[src/rtl/prefetch_sequencer_pkg.sv]
// Shared types, default parameters and helpers for the prefetch sequencer.
package prefetch_sequencer_pkg;

    typedef enum logic {
        PF_RUN    = 1'b0,
        PF_HALTED = 1'b1
    } pf_state_e;

    localparam int PF_ADDR_BITS    = 16;
    localparam int PF_DATA_BITS    = 16;
    localparam int PF_DEPTH        = 3;
    localparam int PF_MAX_INFLIGHT = 2;
    localparam int PF_RESET_ADDR   = 0;

    // Bits needed to hold the values 0..max_value inclusive.
    function automatic int cnt_bits(input int max_value);
        return (max_value < 1) ? 1 : $clog2(max_value + 1);
    endfunction

endpackage

[src/rtl/prefetch_sequencer_if.sv]
// Bundle of the decoder, memory-port and FIFO-control signals around the sequencer.
interface prefetch_sequencer_if
    import prefetch_sequencer_pkg::*;
#(
    parameter int ADDR_BITS = PF_ADDR_BITS,
    parameter int DATA_BITS = PF_DATA_BITS
);
    // redirect / flow control from the decoder side
    logic                 jump;
    logic [ADDR_BITS-1:0] jump_addr;
    logic                 halt;
    logic                 consume;
    // memory request/response port
    logic                 req_valid;
    logic                 req_ready;
    logic [ADDR_BITS-1:0] req_addr;
    logic                 resp_valid;
    logic [DATA_BITS-1:0] resp_data;
    // prefetch FIFO control
    logic                 fifo_add;
    logic [DATA_BITS-1:0] fifo_entry;
    logic                 fifo_flush;
    logic                 fifo_nonempty;
    logic [ADDR_BITS-1:0] head_addr;

    // sequencer side
    modport master (
        input  jump, jump_addr, halt, consume, req_ready, resp_valid, resp_data,
        output req_valid, req_addr, fifo_add, fifo_entry, fifo_flush,
               fifo_nonempty, head_addr
    );

    // memory / decoder / FIFO side
    modport slave (
        output jump, jump_addr, halt, consume, req_ready, resp_valid, resp_data,
        input  req_valid, req_addr, fifo_add, fifo_entry, fifo_flush,
               fifo_nonempty, head_addr
    );

endinterface

[src/rtl/prefetch_sequencer_counter.sv]
// Saturation-free up/down counter with load priority; exposes current and next value.
module updown_counter #(
    parameter int BITS = 2,
    parameter int MAX  = 3
) (
    input  logic            clk,
    input  logic            reset,
    input  logic            inc_i,
    input  logic            dec_i,
    input  logic            load_i,
    input  logic [BITS-1:0] load_value_i,
    output logic [BITS-1:0] count_o,
    output logic [BITS-1:0] count_next_o
);

    localparam logic [BITS-1:0] ONE   = BITS'(1);
    localparam logic [BITS-1:0] MAX_V = BITS'(MAX);

    logic [BITS-1:0] count_q;
    logic [BITS-1:0] count_d;

    // next value: load wins, simultaneous inc and dec cancel
    always_comb begin
        count_d = count_q;
        if (load_i) begin
            count_d = load_value_i;
        end else if (inc_i && !dec_i) begin
            count_d = count_q + ONE;
        end else if (dec_i && !inc_i) begin
            count_d = count_q - ONE;
        end
    end

    // count register
    always_ff @(posedge clk) begin
        if (reset) begin
            count_q <= '0;
        end else begin
            count_q <= count_d;
        end
    end

    assign count_o      = count_q;
    assign count_next_o = count_d;

    a_count_bound: assert property (@(posedge clk) disable iff (reset) count_q <= MAX_V);

endmodule

[src/rtl/prefetch_sequencer.sv]
// Fetches sequential instruction words into the prefetch FIFO, bounding
// FIFO occupancy plus live in-flight requests by the FIFO depth, and
// discarding responses that belong to a stream abandoned by a jump.
//
// state      | meaning
// PF_RUN     | requests may be issued
// PF_HALTED  | no new requests; responses and consumes still processed
module prefetch_sequencer
    import prefetch_sequencer_pkg::*;
#(
    parameter int ADDR_BITS    = PF_ADDR_BITS,
    parameter int DATA_BITS    = PF_DATA_BITS,
    parameter int DEPTH        = PF_DEPTH,
    parameter int MAX_INFLIGHT = PF_MAX_INFLIGHT,
    parameter int RESET_ADDR   = PF_RESET_ADDR
) (
    input  logic                 clk,
    input  logic                 reset,
    prefetch_sequencer_if.master bus
);

    localparam int OCC_W = cnt_bits(DEPTH);
    localparam int INF_W = cnt_bits(MAX_INFLIGHT);

    localparam logic [ADDR_BITS-1:0] RESET_ADDR_V = ADDR_BITS'(RESET_ADDR);
    localparam logic [ADDR_BITS-1:0] ADDR_ONE     = ADDR_BITS'(1);
    localparam logic [31:0]          DEPTH_V      = 32'(DEPTH);
    localparam logic [31:0]          MAX_INF_V    = 32'(MAX_INFLIGHT);

    pf_state_e state_q, state_d;

    logic                 req_valid_q, req_valid_d;
    logic [ADDR_BITS-1:0] req_addr_q,  req_addr_d;
    logic [ADDR_BITS-1:0] head_addr_q, head_addr_d;

    logic [OCC_W-1:0] occ_q,  occ_d;
    logic [INF_W-1:0] infl_q, infl_d;
    logic [INF_W-1:0] disc_q, disc_d;

    logic                 transfer;
    logic                 resp_keep;
    logic                 resp_drop;
    logic [31:0]          budget_used;
    logic                 issue_ok;
    logic [DATA_BITS-1:0] resp_word;

    assign transfer  = req_valid_q & bus.req_ready;
    // a response is kept only when it belongs to the current stream
    assign resp_drop = bus.resp_valid & (disc_q != '0);
    assign resp_keep = bus.resp_valid & ~bus.jump & (disc_q == '0);

    updown_counter #(.BITS(OCC_W), .MAX(DEPTH)) u_occ (
        .clk          (clk),
        .reset        (reset),
        .inc_i        (resp_keep),
        .dec_i        (bus.consume),
        .load_i       (bus.jump),
        .load_value_i ('0),
        .count_o      (occ_q),
        .count_next_o (occ_d)
    );

    updown_counter #(.BITS(INF_W), .MAX(MAX_INFLIGHT)) u_infl (
        .clk          (clk),
        .reset        (reset),
        .inc_i        (transfer),
        .dec_i        (bus.resp_valid),
        .load_i       (1'b0),
        .load_value_i ('0),
        .count_o      (infl_q),
        .count_next_o (infl_d)
    );

    // on jump every request still live after this cycle belongs to the old stream
    updown_counter #(.BITS(INF_W), .MAX(MAX_INFLIGHT)) u_disc (
        .clk          (clk),
        .reset        (reset),
        .inc_i        (1'b0),
        .dec_i        (resp_drop),
        .load_i       (bus.jump),
        .load_value_i (infl_d),
        .count_o      (disc_q),
        .count_next_o (disc_d)
    );

    // discarded requests will never land in the FIFO, so they do not use budget
    assign budget_used = 32'(occ_d) + 32'(infl_d) - 32'(disc_d);
    assign issue_ok    = (state_d == PF_RUN) && (32'(infl_d) < MAX_INF_V) &&
                         (budget_used < DEPTH_V);

    // state register and fetch datapath registers
    always_ff @(posedge clk) begin
        if (reset) begin
            state_q     <= PF_RUN;
            req_valid_q <= 1'b0;
            req_addr_q  <= RESET_ADDR_V;
            head_addr_q <= RESET_ADDR_V;
        end else begin
            state_q     <= state_d;
            req_valid_q <= req_valid_d;
            req_addr_q  <= req_addr_d;
            head_addr_q <= head_addr_d;
        end
    end

    // next state: halt is a level that parks the sequencer
    always_comb begin
        state_d = state_q;
        case (state_q)
            PF_RUN:    if (bus.halt)  state_d = PF_HALTED;
            PF_HALTED: if (!bus.halt) state_d = PF_RUN;
            default:   state_d = PF_RUN;
        endcase
    end

    // request and head-pointer next values; a raised request holds until taken
    always_comb begin
        req_valid_d = req_valid_q;
        req_addr_d  = req_addr_q;
        head_addr_d = head_addr_q;
        if (bus.jump) begin
            req_valid_d = 1'b0;
            req_addr_d  = bus.jump_addr;
            head_addr_d = bus.jump_addr;
        end else begin
            if (transfer) begin
                req_addr_d = req_addr_q + ADDR_ONE;
            end
            if (bus.consume) begin
                head_addr_d = head_addr_q + ADDR_ONE;
            end
            req_valid_d = (req_valid_q & ~transfer) | issue_ok;
        end
    end

    assign resp_word         = bus.resp_data;
    assign bus.req_valid     = req_valid_q;
    assign bus.req_addr      = req_addr_q;
    assign bus.head_addr     = head_addr_q;
    assign bus.fifo_add      = resp_keep;
    assign bus.fifo_entry    = resp_word;
    assign bus.fifo_flush    = reset | bus.jump;
    assign bus.fifo_nonempty = (occ_q != '0);

    a_consume_empty: assert property (@(posedge clk) disable iff (reset)
        !(bus.consume && (occ_q == '0)));
    a_resp_idle: assert property (@(posedge clk) disable iff (reset)
        !(bus.resp_valid && (infl_q == '0)));
    a_discard_bound: assert property (@(posedge clk) disable iff (reset)
        disc_q <= infl_q);

endmodule

[src/flat_wrapper.sv]
// flat-port wrapper written by rule: the top's interface ports become plain ports
module prefetch_sequencer_flat import prefetch_sequencer_pkg::*;
#(
    parameter int ADDR_BITS    = PF_ADDR_BITS,
    parameter int DATA_BITS    = PF_DATA_BITS,
    parameter int DEPTH        = PF_DEPTH,
    parameter int MAX_INFLIGHT = PF_MAX_INFLIGHT,
    parameter int RESET_ADDR   = PF_RESET_ADDR
)
  (clk, reset, bus_jump, bus_jump_addr, bus_halt, bus_consume, bus_req_ready, bus_resp_valid, bus_resp_data, bus_req_valid, bus_req_addr, bus_fifo_add, bus_fifo_entry, bus_fifo_flush, bus_fifo_nonempty, bus_head_addr);
  prefetch_sequencer_if #(.ADDR_BITS(ADDR_BITS), .DATA_BITS(DATA_BITS)) bus_i ();
  input  logic clk;
  input  logic reset;
  input wire logic [$bits(bus_i.jump)-1:0] bus_jump;
  input wire logic [$bits(bus_i.jump_addr)-1:0] bus_jump_addr;
  input wire logic [$bits(bus_i.halt)-1:0] bus_halt;
  input wire logic [$bits(bus_i.consume)-1:0] bus_consume;
  input wire logic [$bits(bus_i.req_ready)-1:0] bus_req_ready;
  input wire logic [$bits(bus_i.resp_valid)-1:0] bus_resp_valid;
  input wire logic [$bits(bus_i.resp_data)-1:0] bus_resp_data;
  output wire logic [$bits(bus_i.req_valid)-1:0] bus_req_valid;
  output wire logic [$bits(bus_i.req_addr)-1:0] bus_req_addr;
  output wire logic [$bits(bus_i.fifo_add)-1:0] bus_fifo_add;
  output wire logic [$bits(bus_i.fifo_entry)-1:0] bus_fifo_entry;
  output wire logic [$bits(bus_i.fifo_flush)-1:0] bus_fifo_flush;
  output wire logic [$bits(bus_i.fifo_nonempty)-1:0] bus_fifo_nonempty;
  output wire logic [$bits(bus_i.head_addr)-1:0] bus_head_addr;
  assign bus_i.jump = bus_jump;
  assign bus_i.jump_addr = bus_jump_addr;
  assign bus_i.halt = bus_halt;
  assign bus_i.consume = bus_consume;
  assign bus_i.req_ready = bus_req_ready;
  assign bus_i.resp_valid = bus_resp_valid;
  assign bus_i.resp_data = bus_resp_data;
  assign bus_req_valid = bus_i.req_valid;
  assign bus_req_addr = bus_i.req_addr;
  assign bus_fifo_add = bus_i.fifo_add;
  assign bus_fifo_entry = bus_i.fifo_entry;
  assign bus_fifo_flush = bus_i.fifo_flush;
  assign bus_fifo_nonempty = bus_i.fifo_nonempty;
  assign bus_head_addr = bus_i.head_addr;
  prefetch_sequencer #(.ADDR_BITS(ADDR_BITS), .DATA_BITS(DATA_BITS), .DEPTH(DEPTH), .MAX_INFLIGHT(MAX_INFLIGHT), .RESET_ADDR(RESET_ADDR)) u_core (.clk(clk), .reset(reset), .bus(bus_i));
endmodule
[config.mk]
export PLATFORM = sky130hd
export DESIGN_NAME = prefetch_sequencer_flat
export DESIGN_NICKNAME = d
export VERILOG_FILES = /design/src/rtl/prefetch_sequencer_pkg.sv /design/src/rtl/prefetch_sequencer_if.sv /design/src/rtl/prefetch_sequencer_counter.sv /design/src/rtl/prefetch_sequencer.sv /design/src/flat_wrapper.sv
export SDC_FILE = /design/constraint.sdc
export NUM_CORES = 1
export LEC_CHECK = 0
export ABC_AREA = 0
export BUFFER_PORTS_ARGS = -buffer_cell sky130_fd_sc_hd__buf_2
export CAP_MARGIN = 20
export CORE_ASPECT_RATIO = 1.2
export CORE_MARGIN = 2
export CORE_UTILIZATION = 45
export CTS_BUF_LIST = sky130_fd_sc_hd__clkbuf_16
export DETAILED_ROUTE_END_ITERATION = 16
export PLACE_DENSITY_LB_ADDON = 0.3
export SLEW_MARGIN = 20
export SYNTH_ARGS = -nofsm -noshare
export SYNTH_HDL_FRONTEND = slang
export SYNTH_SLANG_ARGS = --single-unit
export TNS_END_PERCENT = 10
[constraint.sdc]
create_clock -name clk -period 4.6 [get_ports clk]
set_input_delay 1.15 -clock clk [delete_from_list [all_inputs] [get_ports clk]]
set_output_delay 1.15 -clock clk [all_outputs]
set_load 0.01 [all_outputs]
# Word level (Yosys, flattened, before mapping)
# Index checks and enable logic that the tools add are counted.
# totals
input_bits,39
reg_bits,39
wordCells,55
output_inout_bits,52
# op_classes
addsub,9
bitwise,10
order_cmp,2
reduce_logical,16
muxes,12
# ops
cell,n
16-bit 2-to-1 mux,4
"16-bit by 1-bit adder with 16-bit output, second input constant",2
"32-bit by 2-bit < comparator with 1-bit output, second input constant",1
32-bit by 2-bit subtractor with 32-bit output,1
2-bit 2-to-1 mux,7
2-bit nonzero test,4
1-bit logical AND,6
"2-bit by 1-bit subtractor with 2-bit output, second input constant",3
1-bit bitwise AND,5
"2-bit by 1-bit adder with 2-bit output, second input constant",2
1-bit logical NOT,4
2-bit by 2-bit adder with 3-bit output,1
1-bit NOT,3
2-bit logical NOT,1
"2-bit < comparator, second input constant",1
1-bit bitwise OR,2
2-bit OR reduction,1
1-bit 2-to-1 mux,1

# Depth between registers and ports, before layout
# Gate-level depths: netlist of run 1.
# depth
word_depth,13
mapped_depth,13

# Cells and area by module
# From an unflattened synthesis of run 1, not the netlist that was laid out.
# hier_totals
cells_unflattened,300
hier_area_um2,2541.2
# by_module_without_submodules
mod,cells_per_inst,seq_area_each_um2,instances,area_per_inst_um2
prefetch_sequencer,243,660.6,1,2026.9
updown_counter,19,40.0,3,171.4

# Worst setup path before layout of run 1
# OpenSTA, ideal clock, no wires.
# synth_timing
kind,input-to-reg
from,input port bus_jump
to,register u_core.req_valid_q (netlist: u_core.bus.req_valid)
arrival_time_ns,3.458
path_stages,12
n_path_buf,1
slack_ns,1.025
setup_ns,0.117
cell_sequence,clkbuf_1 -> nand3b_1 -> xnor2_1 -> nor2_1 -> ha_1 -> inv_1 -> fa_1 -> fa_1 -> ha_1 -> o21ai_0 -> nor4_1 -> a32o_1
# synth_between
elab_chain_cells,13
# synth_rtl
element,line_no,text
start: declaration,flat_wrapper.sv:14,input wire logic [$bits(bus_i.jump)-1:0] bus_jump;
1-bit NOT,prefetch_sequencer.sv:50,assign resp_keep = bus.resp_valid & ~bus.jump & (disc_q == '0);
1-bit bitwise AND (2 in series),prefetch_sequencer.sv:50,
1-bit logical NOT,prefetch_sequencer_counter.sv:29,end else if (dec_i && !inc_i) begin
1-bit logical AND,prefetch_sequencer_counter.sv:29,
2-bit 2-to-1 mux,prefetch_sequencer_counter.sv:29,
2-bit 2-to-1 mux,prefetch_sequencer_counter.sv:27,end else if (inc_i && !dec_i) begin
2-bit 2-to-1 mux *,prefetch_sequencer_counter.sv:25,if (load_i) begin
via u_core.occ_d[0],prefetch_sequencer.sv:36,"logic [OCC_W-1:0] occ_q, occ_d;"
2-bit by 2-bit adder with 3-bit output *,prefetch_sequencer.sv:87,assign budget_used = 32'(occ_d) + 32'(infl_d) - 32'(disc_d);
32-bit by 2-bit subtractor with 32-bit output *,prefetch_sequencer.sv:87,
32-bit by 2-bit < comparator with 1-bit output *,prefetch_sequencer.sv:89,(budget_used < DEPTH_V);
1-bit logical AND *,prefetch_sequencer.sv:88,assign issue_ok = (state_d == PF_RUN) && (32'(infl_d) < MAX_INF_V) &&
1-bit bitwise OR *,prefetch_sequencer.sv:132,req_valid_d = (req_valid_q & ~transfer) | issue_ok;
end signal: assignment,prefetch_sequencer.sv:100,req_valid_q <= req_valid_d;
end: declaration,prefetch_sequencer.sv:32,"logic req_valid_q, req_valid_d;"
# The timed path passes the listed nets; every way through them passes the cells marked *.
# A chain may end at the register's enable or synchronous reset.

# Final worst setup path of run 1
# Ends and elaborated chain as after synthesis.

==> flow_results.org, run 1 <==
** Run status
- The flow ran to the end, and the final reports show no timing, DRC or antenna violations.

** Global routing
- Gr ovfl total :: 0
- Aggregate global-route resource usage :: 20.2%
- Via count of the first global-routing pass :: 1,940
- Global-route wire length before repair :: 9470 um
- Entering global routing, the biggest net connects 34 pins.
- The number of antenna violations at the first check in global routing is 0.

** Power and ir drop
- Power density over cell area :: 342 mW/mm^2
- IR analysis of the VDD net gives a maximum drop of 173 uV.
- Overall power consumption after layout is estimated at approximately 0.00094 W.
- The clock network burns 35.5% of the power.
- For this design the total switching power over the nets is 0.000282 W.
- Internal power comes to 0.000660 W.
- Of the total power, the share spent switching nets is 29.9%.
- Share of total power in sequential cells :: between 40% and 50%
- The share of total power dissipated in combinational logic is 22.2%.
- In this run the static leakage power is 1.16 nW.

** Drt
- Dividing the detail-routed via count by the number of cells gives 5.39.
- Across all layers, the routed design uses 2,058 vias.
- DRC violation count after routing :: 0
- Number of nets with antenna violations after routing :: 0
- For this block, the initial DRC count from the detailed router was 147.
- In the final routed layout, each cell accounts on average for 15.1 um.
- Summed over all layers, the routed wires come to 5770 um.
- DRT Pass-1 Iters :: 4

** Clock tree
- TritonCTS built the clock tree.
- Register clock-pin slew on the reported worst setup and hold paths :: 0.06 ns
- Clock tree synthesis inserted a total of 5 buffers.
- Post CTS Setup Buffer Count :: 0
- Post-cts sizing count :: 0
- In this run the number of H-tree levels came out at 2.
- CTS hold repair buffers :: 0
- No sink is reached through more buffers than the 2 on the longest clock path.
- CTS Root Cell :: sky130_fd_sc_hd__clkbuf_16
- The clock net in this run drives a total of 39 sinks.
- Insertion delay of the later-clocked pin in the worst-skew pair :: 0.28 ns

** Synthesis
- Number of library cell types mapped by synthesis :: 43
- Summed over all instances, the cell type with the most area after synthesis is sky130_fd_sc_hd__dfxtp_1.
- Mean cell area of the mapped netlist :: ~8.6 um^2
- Net Count, Synth :: between 300 and 400
- In the synthesized netlist the async set-or-reset flop fraction comes to 0%.
- Post-synthesis cell area :: 0.00240 mm^2
- Syn Inst Count :: roughly 280
- Synth warn :: 0
- After synthesis, the cell types taking the most area are sky130_fd_sc_hd__dfxtp_1 (33%), sky130_fd_sc_hd__xnor2_1 (8.4%), sky130_fd_sc_hd__a21boi_0 (7.5%).
- The most used flip-flop cell after synthesis is sky130_fd_sc_hd__dfxtp_1.
- Post-synth top area share :: 32.6%
- Number of synthesized flops with an enable pin :: 0
- Synthesis inferred 39 register bits.
- Portion of the post-synthesis area used by sequential elements :: 32.6%

** Die
- After floorplanning, the core was sized to cover 0.00523 mm^2.
- Measured along the x axis, the die boundary spans 70.6 um.
- Floorplan row count :: 29
- Initial core utilization :: between 40% and 50%
- Die Y :: about 84 um
- The die covers 0.00593 mm^2.
- Top-Level Pins :: ~90

** Final layout
- Most common library cell in the layout ignoring fill and taps :: sky130_fd_sc_hd__buf_2
- Core utilization of the finished layout :: between 50% and 60%
- The area growth from synthesis to layout is 14.8%.
- Count of nets after finishing :: 368
- Top library cells by usage in the layout, fill and taps aside :: sky130_fd_sc_hd__buf_2 (58), sky130_fd_sc_hd__dfxtp_1 (39), sky130_fd_sc_hd__inv_1 (30)
- Fraction of final layout cells with drive strength greater than 1 :: 22.5%
- Antenna diode count :: 0

** Min path
- Worst hold path class :: flop to flop
- The worst hold path begins at u_core.bus.head_addr[15].
- Number of cells traversed by the worst hold path :: 2

** STA
- Summed over all failing endpoints, the final setup total negative slack is 0 ns.
- The final critical path takes up roughly 78% of the cycle.
- Actual slew at the worst max-slew pin :: ~0.45 ns
- Clock skew on the completed layout was measured at 0.00540 ns.
- The count of endpoints failing hold in the final timing report is 0.
- Post-layout min period :: 3.60 ns
- Setup repair after global routing left no endpoint under its margin.
- Number of max-slew violations in the final report :: 0
- Final setup vio count :: 0
- Max-slew headroom at the worst pin :: 70.2%
- Worst Hold Margin :: 0.566 ns
- Static timing analysis puts the maximum clock frequency at 278 MHz.

** Critical path
- The startpoint identified for the worst register-to-register timing path is u_core.u_occ.count_o[0].
- CP endpoint kind :: flop
- The worst register-to-register path has a depth of 11.
- Largest fanout of any net on the critical path :: 26
- Critical path type :: input port to flop
- Setup crit start kind :: input port
- Worst EP required :: 4.82 ns
- Arrival time at the worst endpoint :: 3.82 ns
- Worst reg-to-reg setup slack :: 1.69 ns
- In this run the worst setup path begins at bus_jump.

** Placed design
- Global placer's final weighted congestion :: 0.898
- Summed over all nets, the half-perimeter wirelength after detailed placement is 4280 um.
- I/O Buffers :: 58

** Run
- Max cap viols :: 0
==> per-layer routing <==
layer | global-route usage (%) | wire length (um)
met4 | 6.69 | 110
met3 | 3.86 | 360
met5 | 0 | 0
met2 | 34.1 | 2780
met1 | 25.6 | 2520
==> logic make-up after synthesis <==
logic type / synth area share [%]
fa+ha+maj: 5.84
xor+xnor: 11.6
compound gates: 17.3
simple gates: 19.7
buf+inv: 11.4
mux: 1.67
flops: 32.6
==> worst max-delay path, stage by stage <==
cell and delay (ns):
sky130_fd_sc_hd__buf_2 0.25, sky130_fd_sc_hd__nand3b_1 0.28, sky130_fd_sc_hd__xnor2_1 0.24, sky130_fd_sc_hd__nor2_1 0.07
sky130_fd_sc_hd__ha_1 0.19, sky130_fd_sc_hd__inv_1 0.06, sky130_fd_sc_hd__fa_1 0.44, sky130_fd_sc_hd__fa_1 0.41
sky130_fd_sc_hd__ha_1 0.28, sky130_fd_sc_hd__o21ai_0 0.07, sky130_fd_sc_hd__nor4_1 0.18, sky130_fd_sc_hd__a32o_1 0.19
==> power groups by stage <==
stage / Sequential (W) / Combinational, W / Clock (W)
floorplan: 0.000410 / 0.000148 / 0
global placement: 0.000405 / 0.000203 / 0
detailed placement: 0.000405 / 0.000208 / 0
CTS: 0.000398 / 0.000210 / 0.000338
global route: 0.000403 / 0.000237 / 0.000356
finish: 0.000398 / 0.000209 / 0.000334
==> sequential cells by signal, indices dropped and copies added (netlist names) <==
name	cells
u_core.u_disc.count_o	2
u_core.bus.head_addr	16
u_core.u_infl.count_o	2
u_core.bus.req_valid	1
u_core.bus.req_addr	16
u_core.u_occ.count_o	2
==> final cells by class <==
type,count,area (um^2)
Clock inverter,3,15.0
Sequential cell,39,781
Multi-Input combinational cell,184,1350
Clock buffer,5,125
Tap cell,62,77.6
Inverter,30,113
Timing Repair Buffer,59,298
Fill cell,517,2470
==> Yosys cell counts, drive strengths merged (5+ instances only) <==
cell	instances
inv	30
a21oi	17
a211oi	5
nand4	8
nor3	10
ha	8
nand3	9
a21boi	25
nand2	12
clkbuf	8
nor2	10
nor4	12
dfxtp	39
buf	18
xnor2	24
xor2	7
==> worst paths after layout <==
path / to
worst max-delay path: u_core.bus.req_valid
worst min-delay path: u_core.bus.head_addr[15]
worst max register to register: u_core.bus.req_valid
worst min register to register: u_core.bus.head_addr[15]
==> stage by stage <==
stage / worst slack, ns / cells / cell area [um^2]
5_1_grt: 0.782 / 382 / 2750
6_report: 1.00 / 382 / 2750
3_3_place_gp: 0.798 / 374 / 2610
2_1_floorplan: 1.02 / 279 / 2400
3_5_place_dp: 0.741 / 374 / 2610
4_1_cts: 1.02 / 382 / 2750
Note: power is estimated with default switching activity, not from simulation.
==> inputs of run 2 (changes only) <==
Settings changed: ABC_AREA 0 to 1.
Clock period 4.6 ns to 3.35 ns, I/O delays scaled along.
==> run 2 against run 1 <==
- clock skew about the same
- routed wire length increased by 20%
- sequential share of layout area decreased by 4.6 points
- combinational power increased by 42%
- clock power increased by 87%
- critical path type unchanged
- first-iteration DRC count decreased by 15%
- utilization increased by 2.0 points
- synthesized cell count increased by 45%
- die area increased by 15%
- clock-buffer cell count unchanged
==> flow_results.org, run 2 <==
** Die
- After floorplanning, the core was sized to cover approximately 0.006 mm^2.
- For this design the top-level I/O count stands at 91.
- In this run the core area contains 31 standard-cell rows.
- The initial utilization of the core area, before any placement, comes to 46.4%.
- Die outline width :: roughly 76 um
- Die Y :: 90.2 um
- Area of the die :: between 0.006 and 0.007 mm^2

** STA
- Max-slew headroom at the worst pin :: 71.6%
- After routing, the total negative slack on setup checks comes to 0 ns.
- Achievable clock frequency :: ~320 MHz
- Post-layout min period :: between 3 and 4 ns
- Actual slew at the worst max-slew pin :: 0.425 ns
- Setup repair after global routing left no endpoint under its margin.
- The count of endpoints failing hold in the final timing report came to 0.
- Number of max-slew violations in the final report :: 0
- Fraction of the cycle the final worst path needs :: 92.1%
- Setup violations remaining at the end of the flow were counted as 0.
- Between clock sinks in the finished design, the worst skew comes to 0.00499 ns.

** Final layout
- Post-route standard cell area excluding fillers :: 0.00329 mm^2
- Area occupied by multi-input gates :: between 0.0015 and 0.002 mm^2
- The final layout contains 505 nets.
- Area taken by flip-flops and latches :: 781 um^2
- Filler cell count :: about 600
- The area growth from synthesis to layout is 17.9%.
- For this run, the share of the core covered by cells in the final layout is 54.7%.
- Cells with a size suffix above 1 make up between 20% and 30% of the layout.
- The number of antenna diodes in the final layout is 0.
- Top library cells by usage in the layout, fill and taps aside :: sky130_fd_sc_hd__nand2_1 (93), sky130_fd_sc_hd__buf_2 (58), sky130_fd_sc_hd__inv_1 (47)
- Most common library cell in the layout ignoring fill and taps :: sky130_fd_sc_hd__nand2_1

** Critical path
- The setup check on the worst reg-to-reg path leaves a slack of ~0.4 ns.
- Worst reg2reg path startpoint :: u_core.u_disc.count_o[0]
- The number of cells on the worst reg-to-reg path is 16.
- At the worst endpoint, the required time is 3.57 ns.
- Cells along the critical path :: buf_2 -> inv_2 -> nand3_2 -> nand2_1 -> nand2_1 -> xor2_2 -> nor2_1 -> ha_1 -> inv_1 -> fa_1 -> fa_1 -> ha_1 -> nand3b_1 -> nor3_1 -> nand2_1 -> a21oi_2
- Counting stages on the worst path, the most repeated cell is sky130_fd_sc_hd__nand2_1.
- Critical path type :: input port to flop
- Setup crit start kind :: input port
- Buf/Inv on CP :: 3
- Highest-delay cell along the critical path :: sky130_fd_sc_hd__fa_1
- Largest fanout of any net on the critical path :: 4
- Among cell families on the critical path, the largest total delay comes from adder cells.
- Data arrives at the worst endpoint at 3.30 ns.
- CP endpoint kind :: flop
- For this run, the slowest stage of the critical path takes 0.48 ns.
- Worst reg2reg endpoint :: u_core.bus.req_valid

** Global routing
- Via count of the first global-routing pass :: 2,646
- Largest net degree at the start of global routing :: 33
- The first global-routing pass estimated 12,100 um of wire.
- Met2 Track Usage GR :: 35.7%
- The layer flagged by global routing as most heavily used is met2.
- Aggregate global-route resource usage :: 22.4%
- Antenna violations before repair :: 0
- Gr ovfl total :: 0
- Global-route met1 utilization :: 29.6%
- Met3 global-route usage :: around 4.6%

** Min path
- Start point of the worst hold path :: u_core.bus.req_valid
- The worst hold path belongs to the class flop to flop.
- Along the worst hold path, the cell count comes to 2.
- Endpoint, Worst Hold :: u_core.bus.req_valid

** Drt
- After detailed routing, the number of remaining DRC violations is 0.
- For this block, the routed nets add up to between 6000 and 7000 um of wire.
- Before antenna repair, the detailed router went through 5 iterations.
- Across all layers, the routed design uses between 2,000 and 3,000 vias.
- Per-cell routed wire length :: 12.9 um
- The count of nets left with antenna violations once routing finished came out at 0.
- Initial DRC Count :: 125
- Using the TritonRoute via totals, the vias-per-cell ratio works out to 5.10.

** Power and ir drop
- Overall power consumption after layout is estimated at 0.00145 W.
- Sw power :: slightly above 0.0004 W
- In this run, the combinational gates consume 20.4% of the power.
- In this run, flip-flops and latches consume 36.7% of the power.
- The internal portion of the total power is 0.00105 W.
- Net switching is 28.1% of the power.
- In this run the static leakage power is 1.48 nW.
- Relative contribution of the clock network to total power :: 42.9%
- Highest ir drop seen on vdd :: 196 uV
- Dividing total power by cell area gives a power density of 442 mW/mm^2.

** Clock tree
- Buffers inserted during clock tree synthesis total 5.
- Counting along the longest clock path gives a buffer depth of 2.
- Clock-pin slew was measured on the worst setup and hold paths at 0.06 ns.
- The clock tree synthesis step divided the H-tree into 2 levels.
- In this run the clock root is driven by a sky130_fd_sc_hd__clkbuf_16.
- Insertion delay of the later-clocked pin in the worst-skew pair :: 0.28 ns
- Num Clock Sinks :: 39
- After clock tree synthesis, the flow added hold-fix buffers numbering 0.
- CTS tree :: built

** Synthesis
- Counting distinct cell types in the post-synthesis netlist gives 42.
- Number of synthesized flops with an enable pin :: 0
- In this run the cell area of the synthesized design comes to 0.00279 mm^2.
- Syn Inst Count :: ~410
- Summing the sequential cell areas from Yosys gives 28.0% of the chip area.
- Leading post-synthesis cells by cell area :: sky130_fd_sc_hd__dfxtp_1 (28%), sky130_fd_sc_hd__nand2_1 (13%), sky130_fd_sc_hd__inv_1 (6.3%)
- List of most frequent post-synthesis cells :: sky130_fd_sc_hd__nand2_1 (93), sky130_fd_sc_hd__inv_1 (47), sky130_fd_sc_hd__dfxtp_1 (39)
- Synthesis-stage register bit count :: 39
- In the synthesized netlist the dominant register cell turns out to be sky130_fd_sc_hd__dfxtp_1.
- During synthesis, Yosys emitted a total of 0 warnings.
- In this run the biggest area consumer among cell types represents 28.0% of the synthesized area.
- Post-synth top area cell :: sky130_fd_sc_hd__dfxtp_1
- Mean cell area of the mapped netlist :: approximately 7 um^2
- By instance count, the leading cell after synthesis is sky130_fd_sc_hd__nand2_1.
- Of all flip-flops after synthesis, the portion carrying an async set or reset was 0%.
- Counting every net in the synthesized netlist gives around 450.

** Placed design
- The congestion estimate from routability-driven global placement came to roughly 0.86.
- Detailed placement finished with a half-perimeter wire length of 5310 um.
- I/O Buffers :: 58
- Post-Place Cell Area :: 0.00309 mm^2

** Run
- Max cap viols :: 0

** Run status
- Result of the run :: completed
run 2: through the flow:
| step | worst slack (ns) | cells | hold WS [ns] |
|---|---|---|---|
| 4_1_cts | 0.241 | 539 | 0.543 |
| 5_1_grt | 0.0126 | 539 | 0.568 |
| 3_5_place_dp | -0.0226 | 531 | 0.533 |
| 2_1_floorplan | 0.0160 | 405 | 0.522 |
| 3_3_place_gp | 0.00758 | 531 | 0.531 |
| 6_report | 0.266 | 539 | 0.535 |
run 2: area by class of cell:
cell class / count / area share [%]
timing repair buffer: 70 / 11.6
clock buffer: 5 / 3.81
clock inverter: 3 / 2.05
tap: 82 / 3.12
multi-input combinational: 288 / 49.6
sequential: 39 / 23.7
inverter: 52 / 6.09
run 2: power by group through the flow:
stage / registers, W / clock network (W) / logic, W
floorplan: 0.000547 / 0 / 0.000215
global route: 0.000540 / 0.000654 / 0.000343
CTS: 0.000534 / 0.000635 / 0.000299
detailed placement: 0.000543 / 0 / 0.000297
global placement: 0.000543 / 0 / 0.000289
finish: 0.000534 / 0.000624 / 0.000296
run 2: worst min-delay path, delay by kind of cell (launching register included):
| kind | cells | cell delay, ns |
|---|---|---|
| flip-flops | 1 | 0.35 |
| AND/OR/NAND/NOR | 1 | 0.10 |
| AO/OA/AOI/OAI | 1 | 0.05 |
run 2: kinds of logic after synthesis:
family	share of synthesized area (%)
AOI/OAI and AO/OA	15.3
adders and majority gates	5.02
xor gates and xnor gates	2.78
DFF	28.0
and+or+nand+nor	35.1
buffers and inverters	13.8
run 2: how the worst max path moves through the flow:
stage / from / endpoint / slack [ns] / cells after the start
2_1_floorplan: bus_jump / u_core.bus.req_valid / 0.02 / 17
3_3_place_gp: bus_jump / u_core.bus.req_valid / 0.008 / 15
3_5_place_dp: bus_jump / u_core.bus.req_valid / -0.02 / 15
4_1_cts: bus_jump / u_core.bus.req_valid / 0.24 / 15
5_1_grt: bus_jump / u_core.bus.req_valid / 0.01 / 16
6_report: bus_jump / u_core.bus.req_valid / 0.27 / 16
run 2: timing repair:
item                       CTS  global route
setup endpoints to repair    0             1
buffers inserted             0             0
resized for setup            0             1
run 2: routing by layer:
metal | share of wire [%] | wire (um) | vias to the layer above
met4 | 1.2 | 81 | 0
met2 | 49 | 3410 | 90
met1 | 44 | 3050 | 1250
met5 | 0 | 0 | -
li1 | - | - | 1401
met3 | 5.6 | 388 | 6
==> inputs of run 3 (changes only) <==
--- a/config.mk
+++ b/config.mk
@@ -8,5 +8,5 @@
 export ABC_AREA = 1
 export BUFFER_PORTS_ARGS = -buffer_cell sky130_fd_sc_hd__buf_2
-export CAP_MARGIN = 20
+export CAP_MARGIN = 10
 export CORE_ASPECT_RATIO = 1.2
 export CORE_MARGIN = 2
==> constraint.sdc (replaced) <==
create_clock -name clk -period 3.5 [get_ports clk]
set_input_delay 0.875 -clock clk [delete_from_list [all_inputs] [get_ports clk]]
set_output_delay 0.875 -clock clk [all_outputs]
set_load 0.02 [all_outputs]
==> run 3 against run 2 <==
- clock-buffer cell count is the same
- non-clock buffer count decreased by 6
- cell count fell by 1.1%
- die area unchanged
- flip-flop and latch count unchanged
- first-iteration DRC count grew 11%
- global-route usage grew 0.31 points
- utilization down 0.87 points
- combinational power grew 1%
- setup slack better by 0.029 ns
- sequential share of layout area is 0.39 points higher
- largest power group unchanged
==> flow_results.org, run 3 (synthesis results as in run 2) <==
** STA
- Fraction of the cycle the final worst path needs :: 91.6%
- Unrepaired setup endpoints after global routing :: no
- For this run, the top clock speed supported by timing is 312 MHz.
- Setup violations remaining at the end of the flow were counted as 0.
- For the pin with the worst max-slew slack, the measured transition is ~0.54 ns.
- In this run the tightest slew margin relative to its limit is 63.9%.
- The count of endpoints failing hold in the final timing report came to 0.
- Minimum setup slack in the final design :: 0.295 ns
- Subtracting the final worst setup slack from the clock period gives 3.21 ns.
- Adding up every negative setup slack in the final design gives 0 ns.
- Number of max-slew violations in the final report :: 0
- Clock skew on the completed layout was measured at 0.00756 ns.

** Die
- Die Y :: 90.2 um
- For this configuration, the core starts out at a cell density of 46.4%.
- The region available for standard cell placement spans 0.00601 mm^2.
- The floorplan has 31 rows.
- Area of the die :: about 0.0068 mm^2
- Die outline width :: 75.9 um
- In this run the count of I/O pins placed on the die edge is 91.

** Global routing
- The first global-routing pass estimated 12,300 um of wire.
- Across every metal layer, demand over resource in global routing totals a little under a quarter.
- Largest net degree at the start of global routing :: 33
- Gr ovfl total :: 0
- Antenna violations before repair :: 0
- Via count of the first global-routing pass :: approximately 2,700

** Drt
- Via count :: 2,769
- After detailed routing, the average wire length per cell comes to 13.3 um.
- The first TritonRoute pass finished after 5 iterations.
- Initial DRC Count :: 139
- The final layout contains routed wiring with a total length of around 7100 um.
- In the routed design, unresolved DRC markers number 0.
- Number of nets with antenna violations after routing :: 0
- Dividing the detail-routed via count by the number of cells gives 5.20.

** Placed design
- Port buffering added 58 buffers.
- Dpl hpwl :: 5390 um
- At the end of routability-driven placement, the weighted congestion stood at around 0.84.
- Post-Place Worst Slack :: -0.0110 ns

** Clock tree
- Post-cts sizing count :: 0
- Number of buffers on the longest clock path :: 2
- Num Clock Sinks :: 39
- CTS tree :: built
- Register clock-pin slew on the reported worst setup and hold paths :: 0.06 ns
- H-tree depth :: 2
- In this run, CTS created clock tree buffers numbering 5.
- At the later pin of the worst-skew pair, clock insertion delay measures 0.29 ns.
- Buffers added to address setup during post-CTS repair amount to 0.
- CTS Root Cell :: sky130_fd_sc_hd__clkbuf_16
- CTS hold repair buffers :: 0

** Final layout
- In the layout the commonest cells are sky130_fd_sc_hd__nand2_1 (93), sky130_fd_sc_hd__buf_2 (58), sky130_fd_sc_hd__inv_1 (47).
- At the end of the flow, the number of nets in the layout was 499.
- Area growth from synthesis to layout :: 16.0%
- Leaving out fill and tap cells, the most frequent cell in the layout is sky130_fd_sc_hd__nand2_1.
- Cells fill between 50% and 60% of the core in the end.
- Of the cells placed in the final design, the portion with a size suffix greater than 1 is approximately a quarter.
- The number of antenna diodes in the final layout is 0.
- The layout has 625 filler cells.

** Run
- Max cap viols :: 0

** Power and ir drop
- Highest ir drop seen on vdd :: 199 uV
- Summed over all cells, the static leakage comes to 1.45 nW.
- Power density over cell area :: 436 mW/mm^2

** Critical path
- Counting both buffers and inverters, the worst setup path holds a total of 2.
- Largest delay contributor family on the critical path :: adder cells
- Data on the critical path is required at its endpoint by around 3.7 ns.
- Arrival time at the worst endpoint :: roughly 3.4 ns
- Highest-delay cell along the critical path :: sky130_fd_sc_hd__fa_1
- Delay of the slowest cell on the worst path :: roughly 0.44 ns
- Cells along the critical path :: buf_2 -> nor2_4 -> nand3_1 -> nand2_1 -> xor2_1 -> nor2_1 -> ha_1 -> inv_1 -> fa_1 -> fa_1 -> ha_1 -> nand3b_1 -> nor3_1 -> nand2_1 -> a21oi_2
- The worst setup path is of the input port to flop kind.
- CP endpoint kind :: flop
- Largest fanout of any net on the critical path :: 4
- Setup crit start kind :: input port

** Min path
- Worst hold path class :: flop to flop

** Run status
- The run finished with clean final reports.
[run 3: changes by cell type in the layout (fill, tap and decap cells not counted)]
cell                     before  now
sky130_fd_sc_hd__buf_4       12    6
sky130_fd_sc_hd__xor2_1       5    6
sky130_fd_sc_hd__xor2_2       2    1
[run 3: tightest hold or removal path, cell delays in order (launching register included)]
cell	delay [ns]
sky130_fd_sc_hd__dfxtp_1	0.35
sky130_fd_sc_hd__nand2_1	0.09
sky130_fd_sc_hd__a21oi_2	0.05
[run 3: metal layers]
layer	global-route usage, %	part of all wire (%)	vias up
met1	29.8	43	1284
li1	-	-	1395
met4	9.21	2.3	0
met2	35.9	49	75
met5	0	0	-
met3	3.70	5.4	15
[run 3: path summary, 6_finish.rpt]
path	end	cells past startpoint	slack, ns	startpoint
max reg2reg	u_core.bus.req_valid	16	0.51	u_core.u_disc.count_o[0]
min	u_core.bus.req_valid	2	0.53	u_core.bus.req_valid
min reg2reg	u_core.bus.req_valid	2	0.53	u_core.bus.req_valid
max	u_core.bus.req_valid	15	0.29	bus_jump
[run 3: final cells by class]
type	instances	area [um^2]	share of cell area [%]
Tap cell	82	103	3.17
Clock buffer	5	125	3.87
Timing Repair Buffer	64	335	10.4
Sequential cell	39	781	24.1
Multi-Input combinational cell	288	1620	50.2
Inverter	52	200	6.19
Clock inverter	3	67.6	2.09
[run 3: power breakdown]
group | switching, W | leakage, nW | internal [W]
sequential | 0.0000368 | 0.322 | 0.000475
combinational | 0.000187 | 1.04 | 0.000114
clock | 0.000191 | 0.0900 | 0.000409
total | 0.000414 | 1.45 | 0.000997
[run 3: stage by stage]
step	instances	power [W]	cell area [um^2]	hold WS, ns
after floorplan	405	0.000756	2790	0.522
after global placement	525	0.000808	3040	0.528
after detailed placement	525	0.000822	3040	0.522
after CTS	533	0.00142	3240	0.534
after global routing	533	0.00148	3240	0.580
final	533	0.00141	3240	0.534
